## config.mk

```make
export PLATFORM = sky130hd
export DESIGN_NAME = sram_like_arbiter
export DESIGN_NICKNAME = d
export VERILOG_FILES = /design/src/rtl/sram_like_arbiter.sv
export SDC_FILE = /design/constraint.sdc
export NUM_CORES = 1
export LEC_CHECK = 0
export BUFFER_PORTS_ARGS = -buffer_cell sky130_fd_sc_hd__buf_4
export CAP_MARGIN = 0
export CORE_AREA = 2 2 109 111
export CTS_BUF_LIST = sky130_fd_sc_hd__clkbuf_8
export DETAILED_ROUTE_END_ITERATION = 8
export DIE_AREA = 0 0 111 113
export PLACE_DENSITY = 0.57
export SKIP_CTS_REPAIR_TIMING = 1
export SLEW_MARGIN = 20
export SYNTH_ARGS = -nofsm -noshare
export SYNTH_HDL_FRONTEND = slang
export SYNTH_SLANG_ARGS = --single-unit
```

## constraint.sdc

```tcl
create_clock -name clk -period 5.02 [get_ports clk]
set_clock_uncertainty 0.2 [all_clocks]
set_input_delay 1.506 -clock clk [delete_from_list [all_inputs] [get_ports clk]]
set_output_delay 1.506 -clock clk [all_outputs]
set_load 0.02 [all_outputs]
```

## src/rtl/sram_like_arbiter.sv

```systemverilog
// Two-channel SRAM-like bus arbiter: merges an instruction read port and a data read/write port
// onto one shared bus, tracking in-flight requests in a tag FIFO so responses route back in order.
module sram_like_arbiter #(
    parameter int unsigned ADDR_W   = 32,
    parameter int unsigned DATA_W   = 32,
    parameter int unsigned MAX_OUT  = 4,
    parameter int unsigned ARB_MODE = 0
) (
    input  logic                             clk,
    input  logic                             reset,
    // instruction channel
    input  logic                             i_req,
    input  logic [ADDR_W-1:0]                i_addr,
    output logic                             i_addr_ok,
    output logic                             i_data_ok,
    output logic [DATA_W-1:0]                i_rdata,
    // data channel
    input  logic                             d_req,
    input  logic                             d_wr,
    input  logic [DATA_W/8-1:0]              d_wstrb,
    input  logic [ADDR_W-1:0]                d_addr,
    input  logic [DATA_W-1:0]                d_wdata,
    output logic                             d_addr_ok,
    output logic                             d_data_ok,
    output logic [DATA_W-1:0]                d_rdata,
    // shared memory-side bus
    output logic                             m_req,
    output logic                             m_wr,
    output logic [DATA_W/8-1:0]              m_wstrb,
    output logic [ADDR_W-1:0]                m_addr,
    output logic [DATA_W-1:0]                m_wdata,
    input  logic                             m_addr_ok,
    input  logic                             m_data_ok,
    input  logic [DATA_W-1:0]                m_rdata,
    // status
    output logic [$clog2(MAX_OUT):0]         outstanding,
    output logic                             err
);

    localparam int unsigned STRB_W = DATA_W / 8;
    localparam int unsigned PTR_W  = $clog2(MAX_OUT);
    localparam int unsigned CNT_W  = PTR_W + 1;

    localparam logic [1:0] ST_FREE   = 2'd0;
    localparam logic [1:0] ST_LOCK_I = 2'd1;
    localparam logic [1:0] ST_LOCK_D = 2'd2;

    logic [1:0]         state_q, state_d;
    logic               rr_data_q, rr_data_d;
    logic [MAX_OUT-1:0] tag_q, tag_d;
    logic [PTR_W-1:0]   wr_ptr_q, wr_ptr_d;
    logic [PTR_W-1:0]   rd_ptr_q, rd_ptr_d;
    logic [CNT_W-1:0]   cnt_q, cnt_d;
    logic               err_q, err_d;

    logic full;
    logic empty;
    logic sel_data;
    logic gnt_i;
    logic gnt_d;
    logic bus_req;
    logic bus_acc;
    logic push;
    logic pop;
    logic head;

    assign full  = (cnt_q == CNT_W'(MAX_OUT));
    assign empty = (cnt_q == '0);
    assign head  = tag_q[rd_ptr_q];

    // A held lock keeps its channel until accept; a dropped req falls back to normal arbitration.
    always_comb begin
        sel_data = 1'b0;
        if (state_q == ST_LOCK_D && d_req) begin
            sel_data = 1'b1;
        end else if (state_q == ST_LOCK_I && i_req) begin
            sel_data = 1'b0;
        end else if (ARB_MODE == 0) begin
            sel_data = d_req;
        end else begin
            sel_data = d_req & (~i_req | rr_data_q);
        end
    end

    assign gnt_d   = d_req & sel_data;
    assign gnt_i   = i_req & ~sel_data;
    assign bus_req = (i_req | d_req) & ~full;
    assign bus_acc = bus_req & m_addr_ok;
    assign push    = bus_acc;
    assign pop     = m_data_ok & ~empty;

    // Next-state: lock tracking, round-robin pointer, tag FIFO and sticky error.
    always_comb begin
        state_d   = state_q;
        rr_data_d = rr_data_q;
        tag_d     = tag_q;
        wr_ptr_d  = wr_ptr_q;
        rd_ptr_d  = rd_ptr_q;
        cnt_d     = cnt_q;
        err_d     = err_q;

        case (state_q)
            ST_FREE, ST_LOCK_I, ST_LOCK_D: begin
                if (bus_req && !m_addr_ok) begin
                    state_d = sel_data ? ST_LOCK_D : ST_LOCK_I;
                end else begin
                    state_d = ST_FREE;
                end
            end
            default: state_d = ST_FREE;
        endcase

        if (ARB_MODE != 0 && bus_acc) begin
            rr_data_d = ~sel_data;
        end

        if (push) begin
            tag_d[wr_ptr_q] = sel_data;
            wr_ptr_d        = wr_ptr_q + PTR_W'(1);
        end
        if (pop) begin
            rd_ptr_d = rd_ptr_q + PTR_W'(1);
        end

        case ({push, pop})
            2'b10:   cnt_d = cnt_q + CNT_W'(1);
            2'b01:   cnt_d = cnt_q - CNT_W'(1);
            default: cnt_d = cnt_q;
        endcase

        if (m_data_ok && empty) begin
            err_d = 1'b1;
        end
    end

    always_ff @(posedge clk) begin
        if (reset) begin
            state_q   <= ST_FREE;
            rr_data_q <= 1'b1;
            tag_q     <= '0;
            wr_ptr_q  <= '0;
            rd_ptr_q  <= '0;
            cnt_q     <= '0;
            err_q     <= 1'b0;
        end else begin
            state_q   <= state_d;
            rr_data_q <= rr_data_d;
            tag_q     <= tag_d;
            wr_ptr_q  <= wr_ptr_d;
            rd_ptr_q  <= rd_ptr_d;
            cnt_q     <= cnt_d;
            err_q     <= err_d;
        end
    end

    // Zero-latency request and response paths; everything is forced low while reset is high.
    assign m_req     = bus_req & ~reset;
    assign m_wr      = gnt_d & d_wr & ~reset;
    assign m_wstrb   = (gnt_d && d_wr && !reset) ? d_wstrb : STRB_W'(0);
    assign m_addr    = reset ? ADDR_W'(0) : (sel_data ? d_addr : i_addr);
    assign m_wdata   = (gnt_d && !reset) ? d_wdata : DATA_W'(0);

    assign i_addr_ok = gnt_i & m_addr_ok & ~full & ~reset;
    assign d_addr_ok = gnt_d & m_addr_ok & ~full & ~reset;

    assign i_data_ok = pop & ~head & ~reset;
    assign d_data_ok = pop & head & ~reset;
    assign i_rdata   = reset ? DATA_W'(0) : m_rdata;
    assign d_rdata   = reset ? DATA_W'(0) : m_rdata;

    assign outstanding = reset ? CNT_W'(0) : cnt_q;
    assign err         = err_q & ~reset;

endmodule
```

==> results.toml <==
[synthesis]
synth_mux_area_share_pct = 3.47
ys_seq_area_share_pct = 12.5
synth_top_family_by_area = "simple AND/OR/NAND/NOR gates"
yosysMostFrequentCell = "nor2b_1"
synth_warnings = 0
synth_cell_types = 34
syn-instance-count = 310
synthDominantCellAreaShare_pct = 12.5
ys_seq_elements = 14
yosys.area_share.adder_pct = 3.69
yosys.area_share.simple_pct = 51.8
synth_area_per_cell_um2 = 7.22
synth_edf_count = 0
synthArstFlopShare_pct = 0
yosys.area.top_type = "dfxtp_1"
synth_flop_cell = "dfxtp_1"
synth_xor_area_share_pct = 1.57
syn_area_mm2 = 0.00224
synthTopCellsByArea = "dfxtp_1 13%, nand4b_1 13%, buf_4 11%, nor2b_1 11%, and2_1 9.5%"
synth_nets = 455
synth_compound_area_share_pct = 9.45
synthTopCellsByCount = "38 x nor2b_1, 34 x and2_1, 34 x nand2b_1"

[cts]
clkLatencyLatePin_ns = 0.24
htree_levels = 1
tritoncts = "done"
root_buffer = "clkbuf_8"
cts_sinks = 14
cts.reportedPaths.clkPinSlew_ns = 0.06
clockBufferDepth = 2
cts_buffers = 3

[floorplanning]
initial_core_util_pct = 19.8
die_h_um = 113
ios = 281
dieWidth_um = 111
core.rowCount = 39
core_area_mm2 = 0.0113
die_area_mm2 = 0.0125

[critical_path]
startpoint_type = "input pin"
end_kind = "output pin"
worst-setup-path-type = "in2out"
arrival_ns = 2.99
required_ns = 3.31
path_max_fanout = 41

[timing]
setup_tns_ns = 0
slew_viol_final = 0
clock.fmax_mhz = 213
post-route-min-period_ns = 4.70
setup_violations = 0
fin_ws_ns = 0.325
hold_violations = 0
tightest_slew_ns = 1.02
fin_crit_sh_pct = 93.5
slew_headroom_pct = 31.9
rsz0062_at_grt = "false"

[cells_and_area]
regArea_um2 = 280
diodes = 0
multi_input_area_mm2 = 0.00157
final_util_pct = 37.8
fin_area_mm2 = 0.00426
drive_gt1_share_pct = 54.9
fillers = 1179
nNetsFinal = 683
area_growth_pct = 90.5

[power]
seqPwrFrac_pct = 21.7
leakagePower_nw = 2.17
combPwrFrac_pct = 63.7
pwr-share-clk_pct = 14.6
p_int_uw = 440
total_power_uw = 744
power_density_mw_per_mm2 = 175
switchingPower_uw = 304
netSwitchingFraction_pct = 40.8
ir_worst_vdd_mv = 0.186

[status]
outcome = "finished, final reports clean"

[grt]
grt_overflow = 0
track_usage_pct = 12.5
grt_pass1_wl_um = 13400
grt_antenna_before_repair = 0
grt_max_degree = 118
grt_pass1_vias = 2836

[route]
drtIter0Drc = 146
route.detailed.drc = 0
wl_per_cell_um = 13.2
avgViaCountPerCell = 4.31
totalWireLength_um = 8990
ant_nets = 0
vias = 2930
firstDrtPassIters = 4

[place]
port_buffers = 280
placed_area_mm2 = 0.00421
place_congestion = 0.841
place_worst_setup_slack_ns = 0.298
dpl.hpwl_um = 7160

[min_path]
hold_class = "reg2reg"

[job]
drv_cap = 0
==> cell families (layout without fill, tap and decap cells) <==
logic type	Yosys count	after routing
mux	6	6
xor+xnor	4	4
fa+ha+maj	6	6
flops	14	14
simple gates	171	171
compound gates	41	41
buf+inv	68	295
==> per-stage QoR <==
stage / hold slack [ns] / instances
floorplan: 0.229 / 310
global placement: 0.241 / 676
detailed placement: 0.265 / 676
CTS: 0.283 / 680
global route: 0.337 / 680
finish: 0.283 / 680
==> layout by cell type, fill, tap and decap left out, types with 7 or more instances in the layout <==
master    count
nor2_1       11
nor2b_1      38
dfxtp_1      14
and2_1       34
o21ai_0      29
buf_4       282
nand4b_1     32
inv_1         7
nand2b_1     34
==> flip-flops by register name, indices dropped and copies added (netlist names) <==
name,count
rd_ptr_q,2
tag_q,4
cnt_q,3
wr_ptr_q,2
err_q,1
state_q,2
==> layout make-up <==
class / count / area share, %
Timing Repair Buffer: 284 / 50.6
Inverter: 7 / 0.616
Sequential cell: 14 / 6.57
Multi-Input combinational cell: 228 / 36.7
Tap cell: 143 / 4.20
Clock buffer: 4 / 1.29
==> critical path, stage by stage <==
cell and delay [ns]:
buf_4 0.13, nand3b_4 0.07, and3b_1 0.84, and3_1 0.28, buf_4 0.14
==> power groups by stage <==
| stage | logic [mW] | registers, mW | clock network, mW |
|---|---|---|---|
| 2_1_floorplan | 0.286 | 0.153 | 0 |
| 3_3_place_gp | 0.473 | 0.163 | 0 |
| 3_5_place_dp | 0.478 | 0.164 | 0 |
| 4_1_cts | 0.480 | 0.162 | 0.112 |
| 5_1_grt | 0.515 | 0.166 | 0.119 |
| 6_report | 0.474 | 0.162 | 0.109 |
==> metal layers <==
layer,up-vias,wire length [um],track usage [%]
met2,138,4530,22.9
met1,1323,3730,15.8
met3,4,689,2.79
li1,1465,-,-
met5,-,0,0
met4,0,38,1.08
==> path summary, 6_finish.rpt <==
kind,to,start,cells after the start,slack (ns)
worst max-delay path,m_wstrb[2],i_req,5,0.32
worst min-delay path,err_q,err_q,2,0.28
worst max register to register,cnt_q[2],cnt_q[2],9,2.50
worst min register to register,err_q,err_q,2,0.28
Note: power is estimated with default switching activity, not from simulation.
